`config.mk`:
```
export PLATFORM = sky130hd
export DESIGN_NAME = cla_pipe_addsub
export DESIGN_NICKNAME = d
export VERILOG_FILES = /design/src/rtl/cla_pkg.sv /design/src/rtl/kpg_combine.sv /design/src/rtl/cla_pipe_addsub.sv
export SDC_FILE = /design/constraint.sdc
export NUM_CORES = 1
export LEC_CHECK = 0
export CELL_PAD_IN_SITES_DETAIL_PLACEMENT = 1
export CELL_PAD_IN_SITES_GLOBAL_PLACEMENT = 1
export CORE_UTILIZATION = 45
export CTS_BUF_LIST = sky130_fd_sc_hd__clkbuf_8
export DETAILED_ROUTE_END_ITERATION = 10
export PLACE_DENSITY = 0.9
export SETUP_SLACK_MARGIN = 0.4
export SYNTH_ARGS = -nofsm -noshare
export SYNTH_HDL_FRONTEND = slang
export SYNTH_SLANG_ARGS = --single-unit
export TNS_END_PERCENT = 50
```
`constraint.sdc`:
```
create_clock -name clk -period 3.5 [get_ports clk]
set_clock_uncertainty 0.05 [all_clocks]
set_input_delay 0.7 -clock clk [delete_from_list [all_inputs] [get_ports clk]]
set_output_delay 0.7 -clock clk [all_outputs]
set_load 0.01 [all_outputs]
```
`src/rtl/cla_pkg.sv`:
```
// Shared KPG encoding and elaboration helpers for the pipelined CLA.
// Latency: n/a (types and constant functions only).
// Backpressure: n/a.
package cla_pkg;

    typedef logic [1:0] kpg_t;

    localparam kpg_t KPG_K = 2'b00;
    localparam kpg_t KPG_P = 2'b01;
    localparam kpg_t KPG_G = 2'b11;

    function automatic int clog2(input int n);
        int r;
        r = 0;
        for (int v = n - 1; v > 0; v = v >> 1) begin
            r++;
        end
        return r;
    endfunction

    // Register cuts sit at the centres of equal slices of the step sequence
    // (KPG generation, then each prefix level); result is 1 if a cut follows 'step'.
    function automatic bit cut_after(input int step, input int cuts, input int levels);
        bit hit;
        hit = 1'b0;
        for (int j = 1; j <= cuts; j++) begin
            if (((2 * j - 1) * (levels + 1)) / (2 * cuts) == step) begin
                hit = 1'b1;
            end
        end
        return hit;
    endfunction

endpackage

```
`src/rtl/kpg_combine.sv`:
```
// Two-input KPG prefix operator: the higher group wins unless it only propagates.
// Latency: combinational.
// Backpressure: n/a.
module kpg_combine
    import cla_pkg::*;
(
    input  kpg_t hi,
    input  kpg_t lo,
    output kpg_t out
);

    assign out = (hi != KPG_P) ? hi : lo;

endmodule

```
`src/rtl/cla_pipe_addsub.sv`:
```
// Pipelined carry-lookahead adder/subtractor built on a Kogge-Stone KPG prefix tree.
// Latency: PIPE_STAGES cycles from accepted beat to out_valid; one beat per cycle.
// Backpressure: global stall, in_ready = out_ready | ~out_valid; every stage holds together.
module cla_pipe_addsub
    import cla_pkg::*;
#(
    parameter int WIDTH       = 16,
    parameter int PIPE_STAGES = 2,
    parameter int TAG_W       = 4
) (
    input  logic             clk,
    input  logic             rst_n,
    input  logic             in_valid,
    output logic             in_ready,
    input  logic [WIDTH-1:0] a,
    input  logic [WIDTH-1:0] b,
    input  logic             cin,
    input  logic             sub,
    input  logic [TAG_W-1:0] in_tag,
    output logic             out_valid,
    input  logic             out_ready,
    output logic [WIDTH-1:0] sum,
    output logic             cout,
    output logic             ovf,
    output logic             zero,
    output logic [TAG_W-1:0] out_tag
);

    localparam int LEVELS = clog2(WIDTH);
    localparam int CUTS   = PIPE_STAGES - 1;

    // Sideband that rides alongside the KPG vector through the tree.
    typedef struct packed {
        logic             vld;
        logic [TAG_W-1:0] tag;
        logic [WIDTH-1:0] hs;
        logic             c0;
    } meta_t;

    logic             advance;
    logic [WIDTH-1:0] b_eff;
    meta_t            in_meta;
    kpg_t [WIDTH-1:0] gen_kpg;

    assign advance  = out_ready | ~out_valid;
    assign in_ready = advance;
    assign b_eff    = sub ? ~b : b;

    always_comb begin
        in_meta     = '0;
        in_meta.vld = in_valid & advance;
        in_meta.tag = in_tag;
        in_meta.hs  = a ^ b_eff;
        in_meta.c0  = sub | cin;
    end

    for (genvar i = 0; i < WIDTH; i++) begin : g_kpg
        kpg_t raw;
        assign raw = (a[i] & b_eff[i]) ? KPG_G : ((a[i] ^ b_eff[i]) ? KPG_P : KPG_K);
        if (i == 0) begin : g_seed
            // Folding carry-in into bit 0 keeps every group term G or K after the tree.
            kpg_combine u_seed (
                .hi  (raw),
                .lo  (in_meta.c0 ? KPG_G : KPG_K),
                .out (gen_kpg[0])
            );
        end else begin : g_bit
            assign gen_kpg[i] = raw;
        end
    end

    // Step 0 is KPG generation; step s>0 is prefix level s with span 2**(s-1).
    for (genvar s = 0; s <= LEVELS; s++) begin : g_st
        kpg_t [WIDTH-1:0] comb;
        kpg_t [WIDTH-1:0] q;
        meta_t            m_in;
        meta_t            mq;

        if (s == 0) begin : g_gen
            assign comb = gen_kpg;
            assign m_in = in_meta;
        end else begin : g_tree
            localparam int D = 1 << (s - 1);
            assign m_in = g_st[s-1].mq;
            for (genvar i = 0; i < WIDTH; i++) begin : g_bit
                if (i >= D) begin : g_node
                    kpg_combine u_node (
                        .hi  (g_st[s-1].q[i]),
                        .lo  (g_st[s-1].q[i-D]),
                        .out (comb[i])
                    );
                end else begin : g_pass
                    assign comb[i] = g_st[s-1].q[i];
                end
            end
        end

        if (cut_after(s, CUTS, LEVELS)) begin : g_cut
            always_ff @(posedge clk) begin
                if (!rst_n) begin
                    q  <= '0;
                    mq <= '0;
                end else if (advance) begin
                    q  <= comb;
                    mq <= m_in;
                end
            end
        end else begin : g_thru
            assign q  = comb;
            assign mq = m_in;
        end
    end

    kpg_t [WIDTH-1:0] grp;
    meta_t            fin;
    logic [WIDTH:0]   carry;
    logic [WIDTH-1:0] sum_nxt;

    assign grp = g_st[LEVELS].q;
    assign fin = g_st[LEVELS].mq;

    always_comb begin
        carry    = '0;
        carry[0] = fin.c0;
        for (int i = 0; i < WIDTH; i++) begin
            carry[i+1] = (grp[i] == KPG_G);
        end
    end

    assign sum_nxt = fin.hs ^ carry[WIDTH-1:0];

    always_ff @(posedge clk) begin
        if (!rst_n) begin
            out_valid <= 1'b0;
            sum       <= '0;
            cout      <= 1'b0;
            ovf       <= 1'b0;
            zero      <= 1'b0;
            out_tag   <= '0;
        end else if (advance) begin
            out_valid <= fin.vld;
            sum       <= sum_nxt;
            cout      <= carry[WIDTH];
            ovf       <= carry[WIDTH] ^ carry[WIDTH-1];
            zero      <= (sum_nxt == '0);
            out_tag   <= fin.tag;
        end
    end

endmodule

```
== Word level (Yosys, flattened, before mapping) ==
Cells that the tools add are included.
Storage, ports and cells
  bits in registers: 78
  input port bits: 42
  output and inout port bits: 25
  word-level logic and storage cells: 217
Operators by class
  equal/unequal tests: 66
  muxes and demuxes: 84
  bitwise gates (word level): 40
  reduce and logical (&&, ||, !) cells: 1
Operators by type and width (number)
  2-to-1 mux 2 bit: 67
  inequality test 2 x 1 -> 1 bit (second input constant): 50
  == test 2 bit (second input constant): 16
  bitwise XOR 16 bit: 2
  bitwise AND 1 bit: 17
  bitwise XOR 1 bit: 17
  zero test 16 bit: 1
  2-to-1 mux 1 bit: 16
  2-to-1 mux 16 bit: 1
  inverter 16 bit: 1
  bitwise OR 1 bit: 2
  inverter 1 bit: 1

== Logic depth before layout (Yosys ltp) ==
  depth in word-level cells: 9
  mapped depth: 10
  mapped depth without buffers: 8

== Hierarchy ==
From an unflattened synthesis, not the netlist that was laid out.
Second synthesis, totals
  cell total of the unflattened synthesis: 557
  area total of the unflattened synthesis: 4560.6 sq um
Modules (own cells, without submodules)
  cla_pipe_addsub: instances 1, cells an instance 457, area an instance 3809.9 sq um
  kpg_combine: instances 50, cells an instance 2, area an instance 15.0 sq um

== Least setup slack after synthesis ==
OpenSTA, ideal clock, no wires.
  kind: input to register
  start point: in sub
  end point: reg g_st[2].q[6] (netlist bit)
  data arrival time: 2420 ps
  path slack: 898 ps
  stages: 9
  path buffers: 2
  path through: buf_2 buf_2 xor2_1 inv_1 ha_1 mux2_2 a211o_1 nand3_1 a21oi_1
On the way
  cells in the longest elaborated chain, start to end: 8
RTL lines
  start, declared: RTL line cla_pipe_addsub.sv:18  | input logic sub,
  2-to-1 mux 16 bit: RTL line cla_pipe_addsub.sv:47  | assign b_eff = sub ? ~b : b;
  bitwise XOR 1 bit: RTL line cla_pipe_addsub.sv:59  | assign raw = (a[i] & b_eff[i]) ? KPG_G : ((a[i] ^ b_eff[i]) ? KPG_P : KPG_K);
  2-to-1 mux 1 bit: RTL line cla_pipe_addsub.sv:59
  2-to-1 mux 2 bit: RTL line cla_pipe_addsub.sv:59
  inequality test 2 x 1 -> 1 bit: RTL line kpg_combine.sv:12  | assign out = (hi != KPG_P) ? hi : lo;
  2-to-1 mux 2 bit: RTL line kpg_combine.sv:12
  inequality test 2 x 1 -> 1 bit or 2-to-1 mux 2 bit (tied branches): RTL line kpg_combine.sv:12
  2-to-1 mux 2 bit (*): RTL line kpg_combine.sv:12
  end signal, assigned: RTL line cla_pipe_addsub.sv:104  | q <= comb;
  end, declared: RTL line cla_pipe_addsub.sv:75  | kpg_t [WIDTH-1:0] q;
Every way passes the cells marked *; elsewhere a longest branch is shown, timed or not.
A chain may end at the register's enable or synchronous reset.

== Worst setup path in the final report ==
Same ends and word-level chain as after synthesis.

==> results by group <==
GRT
  – Initial antenna violation count: 0
  – Vias in the first global route: 4233
  – Largest net degree at the start of global routing: 80
  – First-pass GRT wire length: 20900 um
  – Total grt overflow: 0
  – Total track usage: 26.8%

Logic synthesis
  – Async S/R FF share, synth: 0%
  – Yosys top cell area share: 35.9%
  – Synth area leader: dfxtp_1
  – Top_reg_cell synth: dfxtp_1
  – Syn avg cell area: 8.03 um^2
  – Seq cells post-synth: 78
  – Post-synth EDFFs: 0
  – Post-synthesis cell count: about 540
  – Top cells by count, synth: 87 x nand2_1, 78 x dfxtp_1, 60 x a21oi_1
  – Post-synth net total: 621
  – Distinct cells, synth: 42
  – Most frequent cell after synthesis: nand2_1
  – Top cells by area, synth: dfxtp_1 36%, ha_1 11%, nand2_1 7.5%
  – Sequential-to-total area share from yosys stat: 35.9%
  – YS warnings: 0
  – Syn Std Cell Area: 4350 um^2

Die
  – Die Y: 100 um
  – Row Count: 35
  – Die area: 10100 um^2
  – Initial Util: between 40 and 50%
  – IO Pins: between 60 and 70
  – CORE AREA: 9280 um^2
  – Die width: 100 um

CTS
  – Clock tree buffer depth: 2
  – Cts repair resizes: 0
  – Clock transition at path regs: around 0.090 ns
  – H-Tree Depth: 3
  – Post-CTS Hold Fix Bufs: 0
  – CTS Buf Count: 9
  – Worst-Skew Late Latency: 0.36 ns
  – Post CTS Setup Buffer Count: 0
  – Number of clock sinks: between 70 and 80
  – CTS tree: built
  – Clock root buffer: clkbuf_8

Run status
  – Status: finished clean

Route
  – Vias post-DR: 4058
  – Post-DR vias/cell: ~5.6
  – Routed Antenna Nets: 0
  – Pre-antenna DRT Iters: 4
  – Total wire length: 12800 um
  – Avg WL per Cell: 17.5 um
  – First-iteration detailed-routing DRC count: 234
  – Drt drc: 0

Layout
  – Final core occ: 56.9%
  – Share of layout cells above drive strength 1: 5.98%
  – Nets@finish: ~680
  – Layout area overhead: 21.5%
  – Fill count: 1164
  – Antenna cells: 0
  – Multi-input gate area: around 2500 um^2
  – Seq. cell area: 1560 um^2
  – Design Area, Final: 5280 um^2

Pwr
  – Pwr dens: 453 nW/um^2
  – Net Sw Frac: 33.9%
  – P_int: between 0.0015 and 0.002 W
  – Clock power share: 26.7%
  – Power share of the combinational group: 28.1%
  – Sw Pwr: 0.000811 W
  – Peak VDD IR: 0.206 mV
  – Seq pwr share: a little under half
  – Leakage: 2.29 nW

Setup path
  – CP Max Fanout: 17
  – R2R Setup Slk: 1.56 ns
  – WP data required: 3.72 ns
  – Setup CP Type: input pin to flip-flop
  – Crit end category: flip-flop
  – Crit start category: input pin
  – Worst endpoint data arrival time: 3.08 ns

Flow run
  – Max-cap violation count: 0

STA
  – RSZ-0062 raised after global routing: false
  – Final Slew Violations: 0
  – Post-layout minimum cycle time: 2.86 ns
  – Final setup viols: 0
  – Fmax: 0.350 GHz
  – Slew headroom: 48.0%
  – Setup TNS: 0 ns
  – Final Hold Fails: 0
  – Worst slew pin tran: 0.780 ns
  – Final hold slack: 0.407 ns
  – Period utilisation layout: 81.6%

Place
  – Dpl cell area: 5100 um^2
  – Port Buffers: 66
  – Gpl congestion: 0.810
  – DPL Wire Length: 9200 um

Hold path
  – Hold crit path type: flip-flop to flip-flop
power by group through the flow:
stage	logic (W)	registers (W)	clock network [W]
floorplan	0.000409	0.00108	0
global placement	0.000613	0.00109	0
detailed placement	0.000654	0.00110	0
CTS	0.000669	0.00108	0.000645
global route	0.000735	0.00109	0.000673
finish	0.000673	0.00108	0.000640
cell type report:
cell class                 count  share of cell area, %
clock buffer                  10                   2.61
clock inverter                 6                  0.853
inverter                      40                   2.84
multi-input combinational    397                   47.8
sequential                    78                   29.6
tap                          129                   3.06
timing repair buffer          71                   13.2
flip-flops by register name (all words and copies together) (netlist names):
signal     cells
sum           16
fin           21
out_valid      1
g_st.q        32
carry          1
ovf            1
out_tag        4
cout           1
zero           1
metal layers:
layer,track usage [%],wire length [um],up-vias
met5,0,0,-
met4,13.5,442,0
met3,3.06,518,37
met2,47.0,6460,123
met1,32.3,5400,1954
li1,-,-,1944
path summary, 6_finish.rpt:
kind	start	to	cells past startpoint
max	sub	g_st[2].q[6]	9
min	out_tag[1]	out_tag[1]	2
max reg2reg	out_valid	g_st[2].q[9]	5
min reg2reg	out_tag[1]	out_tag[1]	2
layout by cell type, fill, tap and decap left out, types with 2 or more instances in the layout:
cell              n
mux2i_1          16
clkdlybuf4s50_1  66
nor2b_1           8
clkinv_2          2
and2_1            4
nor2_1           37
a21oi_1          60
inv_1            38
xor2_1           18
o21ai_0          20
o22ai_1           2
xnor2_1           4
a211o_1           2
inv_6             2
o211ai_1          3
ha_1             38
a21o_1            2
nand3_1           8
nor3_1           17
clkinv_4          2
o21a_1            5
inv_2             2
a31oi_1           7
o221ai_1          4
dfxtp_1          78
buf_4             5
nand2b_1         12
mux2_2           10
nor4_2            2
o21ai_1           2
clkbuf_8         10
a211oi_1         16
nand2_1          87
nand4_1           2
logic make-up (layout without fill, tap and decap cells):
logic type / count (synthesis) / after routing / share of synthesized area [%]
compound gates: 127 / 127 / 17.2
buf+inv: 66 / 127 / 6.10
simple gates: 184 / 184 / 19.1
flops: 78 / 78 / 35.9
xor+xnor: 22 / 22 / 4.43
fa+ha+maj: 38 / 38 / 10.9
mux: 26 / 26 / 6.28
worst max-delay path: stages:
cell and delay (ns):
clkdlybuf4s50_1 0.45, buf_4 0.29, xor2_1 0.25, inv_1 0.11, ha_1 0.35, mux2i_1 0.42
a211o_1 0.19, nand3_1 0.09, a21oi_1 0.23
metrics by stage:
stage	power (W)	cells	setup slack [ns]
after floorplan	0.00149	541	0.898
after global placement	0.00170	715	0.525
after detailed placement	0.00175	715	0.401
after CTS	0.00239	731	0.707
after global routing	0.00250	731	0.521
final	0.00239	731	0.644
No activity file was read; power rests on OpenSTA's default activity.
